`src/rtl/sd_cmd_sequencer.sv`:
```
// SD CMD-line sequencer: gated SD clock, 48-bit command frame with CRC7,
// optional 48-bit response capture with timeout and CRC/end-bit checking.
module sd_cmd_sequencer #(
    parameter int unsigned CLK_DIV      = 63,
    parameter int unsigned RESP_TIMEOUT = 64,
    parameter int unsigned TRAIL_CLKS   = 8
) (
    input  logic        clk,
    input  logic        reset,
    input  logic        cmd_start,
    input  logic [5:0]  cmd_index,
    input  logic [31:0] cmd_arg,
    input  logic        resp_en,
    output logic        busy,
    output logic        done,
    output logic        timeout,
    output logic        crc_err,
    output logic [5:0]  resp_index,
    output logic [31:0] resp_arg,
    output logic        sd_clk_o,
    output logic        sd_cmd_o,
    output logic        sd_cmd_oe,
    input  logic        sd_cmd_i
);

    localparam int WW = $clog2(RESP_TIMEOUT + 1);
    localparam int TW = $clog2(TRAIL_CLKS + 1);

    typedef enum logic [2:0] {
        S_IDLE, S_TX, S_WAIT, S_RX, S_TRAIL, S_DONE
    } state_e;

    function automatic logic [6:0] crc7(input logic [39:0] d);
        logic [6:0] c;
        logic       fb;
        c = '0;
        for (int i = 39; i >= 0; i--) begin
            fb = d[i] ^ c[6];
            c  = {c[5:0], 1'b0};
            if (fb) c = c ^ 7'h09;
        end
        return c;
    endfunction

    state_e        state_q, state_d;
    logic [7:0]    div_q;
    logic          sclk_q;
    logic [47:0]   tx_q;
    logic [46:0]   rx_q;
    logic [5:0]    bit_q;
    logic [WW-1:0] wait_q;
    logic [TW-1:0] trail_q;
    logic          resp_en_q;
    logic          timeout_q;
    logic          crc_err_q;
    logic [5:0]    resp_index_q;
    logic [31:0]   resp_arg_q;

    logic          run;
    logic          div_hit;
    logic          rise_tick;
    logic          fall_tick;
    logic          accept;
    logic [47:0]   rx_next;
    logic [39:0]   frame_hdr;
    logic          wait_last;

    assign run       = state_q inside {S_TX, S_WAIT, S_RX, S_TRAIL};
    assign div_hit   = div_q == 8'(CLK_DIV);
    assign rise_tick = run && div_hit && !sclk_q;
    assign fall_tick = run && div_hit && sclk_q;
    assign accept    = (state_q == S_IDLE) && cmd_start;
    assign rx_next   = {rx_q, sd_cmd_i};
    assign frame_hdr = {2'b01, cmd_index, cmd_arg};
    assign wait_last = wait_q == WW'(RESP_TIMEOUT - 1);

    always_ff @(posedge clk) begin
        if (reset) state_q <= S_IDLE;
        else       state_q <= state_d;
    end

    always_comb begin
        state_d = state_q;
        unique case (state_q)
            S_IDLE:  if (cmd_start) state_d = S_TX;
            S_TX:    if (fall_tick && bit_q == 6'd47)
                         state_d = resp_en_q ? S_WAIT : S_TRAIL;
            S_WAIT:  if (rise_tick) begin
                         if (!sd_cmd_i)     state_d = S_RX;
                         else if (wait_last) state_d = S_TRAIL;
                     end
            S_RX:    if (rise_tick && bit_q == 6'd47) state_d = S_TRAIL;
            S_TRAIL: if (fall_tick && trail_q == TW'(TRAIL_CLKS - 1))
                         state_d = S_DONE;
            S_DONE:  state_d = S_IDLE;
            default: state_d = S_IDLE;
        endcase
    end

    always_ff @(posedge clk) begin
        if (reset) begin
            div_q        <= '0;
            sclk_q       <= 1'b0;
            tx_q         <= '1;
            rx_q         <= '0;
            bit_q        <= '0;
            wait_q       <= '0;
            trail_q      <= '0;
            resp_en_q    <= 1'b0;
            timeout_q    <= 1'b0;
            crc_err_q    <= 1'b0;
            resp_index_q <= '0;
            resp_arg_q   <= '0;
        end else begin
            // divider idles low; DONE parks the clock for the next accept
            if (accept || !run) begin
                div_q  <= '0;
                sclk_q <= 1'b0;
            end else if (div_hit) begin
                div_q  <= '0;
                sclk_q <= ~sclk_q;
            end else begin
                div_q  <= div_q + 8'd1;
            end

            unique case (state_q)
                S_IDLE: if (cmd_start) begin
                    tx_q         <= {frame_hdr, crc7(frame_hdr), 1'b1};
                    resp_en_q    <= resp_en;
                    bit_q        <= '0;
                    wait_q       <= '0;
                    trail_q      <= '0;
                    timeout_q    <= 1'b0;
                    crc_err_q    <= 1'b0;
                    resp_index_q <= '0;
                    resp_arg_q   <= '0;
                end
                S_TX: if (fall_tick) begin
                    tx_q  <= {tx_q[46:0], 1'b1};
                    bit_q <= bit_q + 6'd1;
                end
                S_WAIT: if (rise_tick) begin
                    if (!sd_cmd_i) begin
                        rx_q  <= rx_next[46:0];
                        bit_q <= 6'd1;
                    end else begin
                        wait_q <= wait_q + 1'b1;
                        if (wait_last) timeout_q <= 1'b1;
                    end
                end
                S_RX: if (rise_tick) begin
                    rx_q  <= rx_next[46:0];
                    bit_q <= bit_q + 6'd1;
                    if (bit_q == 6'd47) begin
                        resp_index_q <= rx_next[45:40];
                        resp_arg_q   <= rx_next[39:8];
                        crc_err_q    <= (rx_next[7:1] != crc7(rx_next[47:8]))
                                        || !rx_next[0];
                    end
                end
                S_TRAIL: if (fall_tick) trail_q <= trail_q + 1'b1;
                default: ;
            endcase
        end
    end

    always_comb begin
        busy      = 1'b0;
        done      = 1'b0;
        sd_cmd_oe = 1'b0;
        sd_cmd_o  = 1'b1;
        unique case (state_q)
            S_TX: begin
                busy      = 1'b1;
                sd_cmd_oe = 1'b1;
                sd_cmd_o  = tx_q[47];
            end
            S_WAIT, S_RX, S_TRAIL: busy = 1'b1;
            S_DONE:  done = 1'b1;
            default: ;
        endcase
    end

    assign sd_clk_o   = sclk_q;
    assign timeout    = timeout_q;
    assign crc_err    = crc_err_q;
    assign resp_index = resp_index_q;
    assign resp_arg   = resp_arg_q;

endmodule

```
`config.mk`:
```
export PLATFORM = sky130hd
export DESIGN_NAME = sd_cmd_sequencer
export DESIGN_NICKNAME = d
export VERILOG_FILES = /design/src/rtl/sd_cmd_sequencer.sv
export SDC_FILE = /design/constraint.sdc
export NUM_CORES = 1
export LEC_CHECK = 0
export CAP_MARGIN = 20
export CORE_ASPECT_RATIO = 1.2
export CORE_UTILIZATION = 40
export DETAILED_ROUTE_END_ITERATION = 16
export HOLD_SLACK_MARGIN = 0.12
export PLACE_DENSITY = 0.58
export REMOVE_ABC_BUFFERS = 1
export SYNTH_ARGS = -nofsm -noshare
export SYNTH_HDL_FRONTEND = slang
export SYNTH_SLANG_ARGS = --single-unit
```
`constraint.sdc`:
```
create_clock -name clk -period 8 [get_ports clk]
set_clock_uncertainty 0.1 [all_clocks]
set_input_delay 0.8 -clock clk [delete_from_list [all_inputs] [get_ports clk]]
set_output_delay 0.8 -clock clk [all_outputs]
set_load 0.005 [all_outputs]
```
## After elaboration in Yosys (flattened, before gate mapping)

Index checks and enable logic that the tools add are counted.

- Reduce and logical (&&, ||, !) cells: 32
- Eq/ne operators: 23
- Bitwise operators: 156
- Muxes and demuxes: 403
- $add $sub $neg: 4

Operators by type and width:

| cell | number |
|---|---|
| 2-to-1 mux 7 bit | 279 |
| 2-to-1 mux 4 bit | 81 |
| inverter 2 bit | 78 |
| 2-to-1 mux 47 bit | 3 |
| 2-to-1 mux 32 bit | 3 |
| 2-to-1 mux 48 bit | 2 |
| one-hot mux 48 bit (2 select lines) | 1 |
| one-hot mux 47 bit (2 select lines) | 1 |
| bitwise XOR 1 bit | 77 |
| one-hot mux 32 bit (2 select lines) | 1 |
| 2-to-1 mux 6 bit | 7 |
| 2-to-1 mux 3 bit | 8 |
| one-hot mux 6 bit (4 select lines) | 1 |
| inequality test 2 bit, second input constant | 8 |
| one-hot mux 3 bit (5 select lines) | 1 |
| one-hot mux 7 bit (2 select lines) | 1 |
| one-hot mux 6 bit (2 select lines) | 1 |
| AND reduction 4 bit | 3 |
| AND reduction 6 bit | 2 |
| 2-to-1 mux 1 bit | 10 |
| nonzero test 2 bit | 5 |
| adder 8 x 1 -> 8 bit, second input constant | 1 |
| equality test 8 x 6 -> 1 bit, second input constant | 1 |
| inequality test 2 x 1 -> 1 bit, second input constant | 4 |
| other kinds (25) | 39 |

- Output and inout port bits: 45
- Register bits: 165

## Depth between registers and ports, before layout

Gate-level depths: netlist of run 1.

- Depth after elaboration: 246
- Depth in mapped cells: 12
- Gate-level depth less buffers: 10

## Worst setup path before layout of run 1

No wires, ideal clock.

- Kind: input port to flip-flop
- From: input cmd_index[2]
- To: register tx_q[4]
- Stages on the path: 9
- Arrival time: 3.024 ns
- Slack: 4.801 ns
- Path buffers: 0
- Data required time: 7.826 ns
- Setup time: 0.074 ns
- Cells stage by stage: xnor2_1 -> xnor3_1 -> xnor2_1 -> xnor3_1 -> xnor3_1 -> xnor2_1 -> xnor2_1 -> o22ai_1 -> o21ai_0

- Word-level cells in the longest chain between the ends: 128

Ends and longest elaborated chain:

| item | RTL line | RTL |
|---|---|---|
| start: declaration | 11 | `input logic [5:0] cmd_index,` |
| bitwise XOR 1 bit * | 38 | `fb = d[i] ^ c[6];` |
| 2-to-1 mux 4 bit * | 40 | `if (fb) c = c ^ 7'h09;` |
| 2-to-1 mux 7 bit * | 127 | `S_IDLE: if (cmd_start) begin` |
| 2-to-1 mux 7 bit * | 126 | `unique case (state_q)` |
| 2-to-1 mux 7 bit * | 101 | `if (reset) begin` |
| 2-to-1 mux 7 bit * | 127 |  |
| 2-to-1 mux 7 bit * | 126 |  |
| 2-to-1 mux 7 bit * | 101 |  |
| [... 112 more ...] | -- |  |
| 2-to-1 mux 4 bit or 2-to-1 mux 7 bit (tied branches) | 40, 101 |  |
| 2-to-1 mux 7 bit * | 127 |  |
| 2-to-1 mux 7 bit * | 126 |  |
| 2-to-1 mux 7 bit * | 101 |  |
| inverter 2 bit (no line) or bitwise XOR 1 bit (tied branches) | -- |  |
| 2-to-1 mux 4 bit * | 40 |  |
| 2-to-1 mux 48 bit * | 127 |  |
| one-hot mux 48 bit (2 select lines) * | 126 |  |
| end signal: assignment | 128 | `tx_q <= {frame_hdr, crc7(frame_hdr), 1'b1};` |
| end signal: assignment | 139 | `tx_q <= {tx_q[46:0], 1'b1};` |
| end: declaration | 48 | `logic [47:0] tx_q;` |

Every way passes the cells marked *; elsewhere a longest branch is shown, timed or not. The select of a mux whose other input is x is not followed.
A chain may end at the register's enable or synchronous reset.

## Final worst setup path of run 1

- From: register state_q[1]
- To: output sd_cmd_oe

- Word-level cells in the longest chain between the ends: 2

Ends and longest elaborated chain:

| item | RTL line | RTL |
|---|---|---|
| start: declaration | 45 | `state_e state_q, state_d;` |
| start signal: assignment | 79 | `else state_q <= state_d;` |
| equality test 3 x 1 -> 1 bit | 172 | `unique case (state_q)` |
| 2-to-1 mux 1 bit | 172 |  |
| end: declaration | 22 | `output logic sd_cmd_oe,` |

Every way passes these cells.

==> run_results.csv, run 1 <==
group,metric,value,unit
run_status,outcome,"finished, final reports clean",
route,final_routed_drc_violation_total,0,
power_and_ir_drop,power_per_standard_cell_area,243,nW/µm²
worst_setup_path,critPathCaptureType,"output pin",
die,num_rows,56,
route,wl_per_cell,14.0,µm
worst_setup_path,crit_type,"reg2out",
synth,synth-warning-count,0,
clock_network,clkLatencyLatePin,0.43,ns
worst_setup_path,regToRegStartpoint,"state_q[0]$_SDFFE_PP0P_",
clock_network,hold_buffers,0,
power_and_ir_drop,share_seq_of_total_power,39.1,%
power_and_ir_drop,ir_worst_vdd,150,µV
hold_path,hold_path_class,"reg2reg",
clock_network,cts_made_buffers,17,
final_layout,non_filler_cells_in_the_finished_layout,1279,
place,detailed_place_hpwl,12.0,mm
power_and_ir_drop,internal_power,0.00161,W
clock_network,cts-root-buf,"sky130_fd_sc_hd__clkbuf_16",
worst_setup_path,worstRegToRegCells,11,
final_layout,flow.area_growth_from_synthesis,19.7,%
global_route,grt_antenna_before_repair,0,
synth,synthesis.area,8060,µm²
route,drt-vias-per-instance,5.00,
clock_network,cts_resized,0,
sta,hold_violations,0,
synth,synthDistinctLibCells,48,
sta,grt_setup_unrepaired,"false",
synth,yosysMostFrequentCell,"sky130_fd_sc_hd__nand2_1",
synth,synthDominantAreaCellType,"sky130_fd_sc_hd__dfxtp_1",
job,cap_viol_max_count,0,
die,die_h,158,µm
synth,synth-seq-cells,164,
power_and_ir_drop,power_spent_charging_and_discharging_nets,0.000737,W
route,drt_wl_total,18.0,mm
route,detail-route-antenna-nets,0,
die,core_footprint,19600,µm²
sta,final_period_minus_worst_setup_slack,3.93,ns
worst_setup_path,cp_slowest_stage_delay,0.71,ns
worst_setup_path,crit_required,7.10,ns
synth,synth.area.top_cells,"sky130_fd_sc_hd__dfxtp_1, sky130_fd_sc_hd__nand2_1, sky130_fd_sc_hd__xnor2_1",
sta,timing.fmax,254,MHz
global_route,grt_pass1_wl,30.1,mm
die,floorplan.initialDensity,41.1,%
worst_setup_path,ff2ff_setup_slack,4.41,ns
worst_setup_path,critPathTopFamily,"buffers and inverters",
place,place.detailed.instances,1248,
worst_setup_path,cp_max_fo,48,
hold_path,min_from,"div_q[0]$_SDFF_PP0_",
route,drt_pass1_iterations,4,
clock_network,path_clk_slew,0.06,ns
clock_network,postCtsSetupRepairBufs,0,
worst_setup_path,timing.critical_path.cells,"inv_1, nand2_1, buf_4, clkinv_1, clkdlybuf4s50_1",
die,die_area,20700,µm²
clock_network,clock_path_buffers,2,
synth,netlist_instances,957,
route,route.vias.total,6393,
final_layout,layout.filler_cells,1939,
worst_setup_path,worstPathArrival,3.03,ns
clock_network,tritoncts,"built",
power_and_ir_drop,power.share.combinational,27.3,%
power_and_ir_drop,switching_share,31.4,%
die,num_io_pins,88,
power_and_ir_drop,clock_power_share,33.6,%
route,drtIter0Drc,269,
clock_network,cts.sink_count,164,
worst_setup_path,timing.critical_path.slowest_stage_cell,"sky130_fd_sc_hd__dfxtp_1",
sta,report.final.slew_viol_count,0,
place,io_buffers,87,
worst_setup_path,crit_path_start_kind,"flop",
global_route,pin_count_of_the_biggest_net_entering_global_routing,105,
hold_path,min_to,"div_q[0]$_SDFF_PP0_",
sta,fin_tns_setup,0,ns
synth,yosys-top-cells-count,"sky130_fd_sc_hd__nand2_1, sky130_fd_sc_hd__dfxtp_1, sky130_fd_sc_hd__a21oi_1, sky130_fd_sc_hd__xnor2_1, sky130_fd_sc_hd__clkbuf_1",
final_layout,num-nets-final,1053,
hold_path,whs_path_depth,1,
die,chipWidth,132,µm
clock_network,clock_tree.htree_level_count,4,
sta,final-setup-viol-count,0,
sta,timing_worst_slew_pin_value,1.11,ns
sta,relSlewSlack,26.1,%
synth,synth_area_per_cell,8.43,µm²
final_layout,num_antenna_cells,0,
synth,yosys_most_used_dff,"sky130_fd_sc_hd__dfxtp_1",
worst_setup_path,timing.rr.end,"resp_index[2]$_SDFFE_PP0P_",
synth,post-synth-top-area-fraction,40.7,%
global_route,grt_use_total,17.9,%
place,gp_routability_congestion,0.787,
synth,post_synth_edffs,0,
worst_setup_path,critical_path.n_buffers_inverters,4,
global_route,grt_pass1_vias,6027,
power_and_ir_drop,total_leakage_power,3.51,nW
final_layout,final_layout_size_suffix_gt1_share,5.21,%
synth,seq_area_frac_synth,40.7,%
sta,min_period_over_period,49.2,%
synth,synth-async-reset-ratio,0,%
global_route,globalRoute.totalOverflow,0,
==> power by group through the flow <==
stage / Combinational, W / Sequential, W / Clock [W]
3_3_place_gp: 0.000643 / 0.000935 / 0
6_report: 0.000640 / 0.000918 / 0.000788
4_1_cts: 0.000650 / 0.000918 / 0.000810
5_1_grt: 0.000711 / 0.000925 / 0.000843
3_5_place_dp: 0.000646 / 0.000936 / 0
2_1_floorplan: 0.000492 / 0.000925 / 0
==> cell families after synthesis <==
kind of cell,Yosys count,share of synthesized area [%]
buffers and inverters,73,3.40
AND/OR/NAND/NOR,354,18.4
multiplexers,5,0.636
flip-flops,164,40.7
XOR/XNOR,146,20.2
adder cells (fa/ha/maj),4,0.621
AO/OA/AOI/OAI,211,16.0
==> routing by layer <==
metal  track usage (%)  wire, µm  vias up
li1                  -         -     3335
met1              22.5      8350     2948
met2              30.7      8780       99
met3              4.35       675       11
met4              4.49       152        0
met5                 0         0        -
==> area by class of cell <==
type                            count  area, µm²  share of cell area, %
Multi-Input combinational cell    720       4510                   46.8
Sequential cell                   164       3280                   34.0
Timing Repair Buffer               97        943                   9.77
Clock buffer                       18        439                   4.55
Tap cell                          261        327                   3.38
Clock inverter                     13        125                   1.30
Inverter                            6       22.5                  0.233
==> worst max-delay path by stage <==
stage	from	endpoint	slack, ns	cells after the start
after floorplan	cmd_start	resp_arg[0]$_SDFFE_PP0P_	3.60	7
after detailed placement	cmd_start	resp_arg[4]$_SDFFE_PP0P_	3.97	10
final	state_q[1]$_SDFFE_PP0P_	sd_cmd_oe	4.07	5
after CTS	state_q[1]$_SDFFE_PP0P_	sd_cmd_oe	4.07	5
after global placement	cmd_start	resp_arg[22]$_SDFFE_PP0P_	4.07	10
after global routing	state_q[1]$_SDFFE_PP0P_	sd_cmd_oe	3.82	5
==> placed cells by master, fill, tap and decap left out, drive strengths merged, types with 3 or more instances in the layout <==
cell type      instances
buf                   11
clkbuf                18
nand3                 47
ha                     4
xor2                  35
nand2                225
nor3                   7
xnor2                 89
a31oi                  3
mux2i                  4
nand4                  5
a211oi                 4
or3                    7
nor2                  42
and3                   3
dfxtp                164
a211o                 43
inv                    9
o21ai                  8
o22ai                  3
clkdlybuf4s50         86
xor3                   3
xnor3                 19
clkinv                 4
nand2b                 8
a21oi                138
clkinvlp               5
==> through the flow <==
step	instance area [µm²]	hold WS [ns]	util (%)	setup slack (ns)	total power, W
2_1_floorplan	7810	0.318	-	3.60	0.00142
3_3_place_gp	9090	0.335	46.3	4.07	0.00158
3_5_place_dp	9090	0.341	46.3	3.97	0.00158
4_1_cts	9650	0.352	49.2	4.07	0.00238
5_1_grt	9650	0.363	49.2	3.82	0.00248
6_report	9650	0.348	49.2	4.07	0.00235
==> registers in the layout (all words and copies together), names as in the netlist <==
register and flops:
bit_q 6, crc_err 1, div_q 8, resp_arg 32, resp_en_q 1, resp_index 6
rx_q 47, sd_clk_o 1, state_q 3, timeout 1, trail_q 4, tx_q 47
wait_q 7
(Power assumes the default switching activity.)
==> run 2, diff against run 1 <==
clock period = 4 ns   (was 8 ns; I/O delays follow)
==> run_results.csv, run 2 (synthesized netlist as in run 1, its figures left out) <==
group,metric,value,unit
run_status,outcome,"finished, final reports clean",
route,drt_wl_total,18.2,mm
sta,report.final.slew_viol_count,0,
worst_setup_path,worstPathArrival,3.48,ns
route,detail-route-antenna-nets,0,
final_layout,mostFrequentLayoutCell,"sky130_fd_sc_hd__nand2_1",
power_and_ir_drop,total_leakage_power,3.55,nW
power_and_ir_drop,ir_worst_vdd,305,µV
hold_path,hold_path_class,"reg2reg",
clock_network,cts_resized,0,
final_layout,design_area,9710,µm²
route,final_routed_drc_violation_total,0,
worst_setup_path,cp_max_fo,5,
clock_network,cts-root-buf,"sky130_fd_sc_hd__clkbuf_16",
route,drtIter0Drc,249,
route,route.vias.total,6467,
worst_setup_path,critPathCaptureType,"flop",
die,num_io_pins,88,
worst_setup_path,cp_slowest_stage_delay,0.51,ns
sta,timing.fmax,305,MHz
global_route,globalRoute.totalOverflow,0,
clock_network,clock_tree.htree_level_count,4,
global_route,grt_pass1_wl,30.7,mm
sta,final_layout_worst_hold_slack,0.347,ns
clock_network,tritoncts,"built",
final_layout,final_util,49.5,%
route,wl_per_cell,14.2,µm
clock_network,hold_buffers,0,
clock_network,clock_path_buffers,2,
route,drt_pass1_iterations,4,
worst_setup_path,timing.critical_path.cells,"xor2_1, xnor3_1, xnor3_2, xnor2_4, xnor3_1, or2_0, mux2_2, a2bb2oi_1, o41a_1",
route,drt-vias-per-instance,5.04,
die,core_footprint,19600,µm²
final_layout,non_filler_cells_in_the_finished_layout,1283,
worst_setup_path,critical_path.n_buffers_inverters,0,
clock_network,path_clk_slew,0.06,ns
final_layout,final_layout_size_suffix_gt1_share,5.38,%
sta,hold_violations,0,
global_route,grt_antenna_before_repair,0,
worst_setup_path,critPathTopFamily,"XOR/XNOR gates",
worst_setup_path,timing.critical_path.slowest_stage_cell,"sky130_fd_sc_hd__xnor3_1",
job,cap_viol_max_count,0,
sta,final-setup-viol-count,0,
global_route,grt_use_total,18.3,%
final_layout,mostFrequentLayoutCells,"sky130_fd_sc_hd__nand2_1, sky130_fd_sc_hd__dfxtp_1, sky130_fd_sc_hd__a21oi_1, sky130_fd_sc_hd__xnor2_1, sky130_fd_sc_hd__clkdlybuf4s50_1",
worst_setup_path,crit_path_start_kind,"flop",
die,floorplan.initialDensity,41.1,%
worst_setup_path,worstRegToRegCells,9,
worst_setup_path,crit_type,"reg2reg",
place,io_buffers,87,
global_route,pin_count_of_the_biggest_net_entering_global_routing,90,
place,place.detailed.instances,1252,
sta,relSlewSlack,42.4,%
power_and_ir_drop,report.power.total,0.00478,W
die,die_h,158,µm
clock_network,postCtsSetupRepairBufs,0,
final_layout,flow.area_growth_from_synthesis,20.4,%
power_and_ir_drop,power_per_standard_cell_area,493,nW/µm²
worst_setup_path,crit_required,4.20,ns
worst_setup_path,worstSetupPathDepth,9,
clock_network,cts_made_buffers,17,
worst_setup_path,crit_top_cell,"sky130_fd_sc_hd__xnor3_1",
place,gp_routability_congestion,0.801,
global_route,grt_pass1_vias,6188,
sta,grt_setup_unrepaired,"false",
die,chipWidth,132,µm
hold_path,whs_path_depth,2,
clock_network,cts.sink_count,164,
sta,final_period_minus_worst_setup_slack,3.27,ns
clock_network,clkLatencyLatePin,0.42,ns
place,post_dp_cell_area,9120,µm²
die,die_area,20700,µm²
final_layout,num-nets-final,1057,
final_layout,num_antenna_cells,0,
sta,min_period_over_period,81.8,%
sta,timing_worst_slew_pin_value,0.863,ns
place,detailed_place_hpwl,12.2,mm
die,num_rows,56,
## run 2: changes by cell type in the layout (fill, tap and decap cells not counted), moves of 2 or more
cell                         delta
sky130_fd_sc_hd__clkbuf_1       +2
sky130_fd_sc_hd__buf_4          +4
sky130_fd_sc_hd__clkinv_2       +2
sky130_fd_sc_hd__clkinvlp_4     -3
sky130_fd_sc_hd__bufinv_16      +2
## run 2: metal layers
| metal | up-vias | share of wire, % | GRT usage [%] |
|---|---|---|---|
| li1 | 3342 | - | - |
| met1 | 3014 | 46 | 22.3 |
| met2 | 101 | 50 | 32.2 |
| met3 | 10 | 3.4 | 3.96 |
| met4 | 0 | 0.80 | 5.20 |
| met5 | - | 0 | 0 |
## run 2: final cells by class
cell class / count / area [µm²]
Clock buffer: 19 / 433
Clock inverter: 12 / 155
Fill cell: 1961 / 9910
Inverter: 6 / 22.5
Multi-Input combinational cell: 720 / 4510
Sequential cell: 164 / 3280
Tap cell: 261 / 327
Timing Repair Buffer: 101 / 973
## run 2: through the flow
| step | setup slack, ns | TNS, ns |
|---|---|---|
| finish | 0.726 | 0 |
| global route | 0.515 | 0 |
| CTS | 0.683 | 0 |
| detailed placement | 0.437 | 0 |
| global placement | 0.507 | 0 |
| floorplan | -0.298 | -11.32 |
## run 2: where the power goes
part | internal, W | switching [W] | leakage [nW] | total, W
logic | 0.000597 | 0.000691 | 1.94 | 0.00129
registers | 0.00175 | 0.0000805 | 1.33 | 0.00183
clock network | 0.000982 | 0.000678 | 0.284 | 0.00166
## run 2: worst register-to-register path, stage by stage, from the launching register on
cell	delay (ns)
sky130_fd_sc_hd__dfxtp_1	0.44
sky130_fd_sc_hd__xor2_1	0.32
sky130_fd_sc_hd__xnor3_1	0.51
sky130_fd_sc_hd__xnor3_2	0.31
sky130_fd_sc_hd__xnor2_4	0.18
sky130_fd_sc_hd__xnor3_1	0.33
sky130_fd_sc_hd__or2_0	0.25
sky130_fd_sc_hd__mux2_2	0.27
sky130_fd_sc_hd__a2bb2oi_1	0.14
sky130_fd_sc_hd__o41a_1	0.31
## run 2: worst paths after layout
| check | startpoint | end | slack, ns |
|---|---|---|---|
| worst min-delay path | resp_index[1]$_SDFFE_PP0P_ | resp_index[1]$_SDFFE_PP0P_ | 0.35 |
| worst max-delay path | rx_q[43]$_SDFFE_PP0P_ | crc_err$_SDFFE_PP0P_ | 0.73 |
| worst max register to register | rx_q[43]$_SDFFE_PP0P_ | crc_err$_SDFFE_PP0P_ | 0.73 |
| worst min register to register | resp_index[1]$_SDFFE_PP0P_ | resp_index[1]$_SDFFE_PP0P_ | 0.35 |
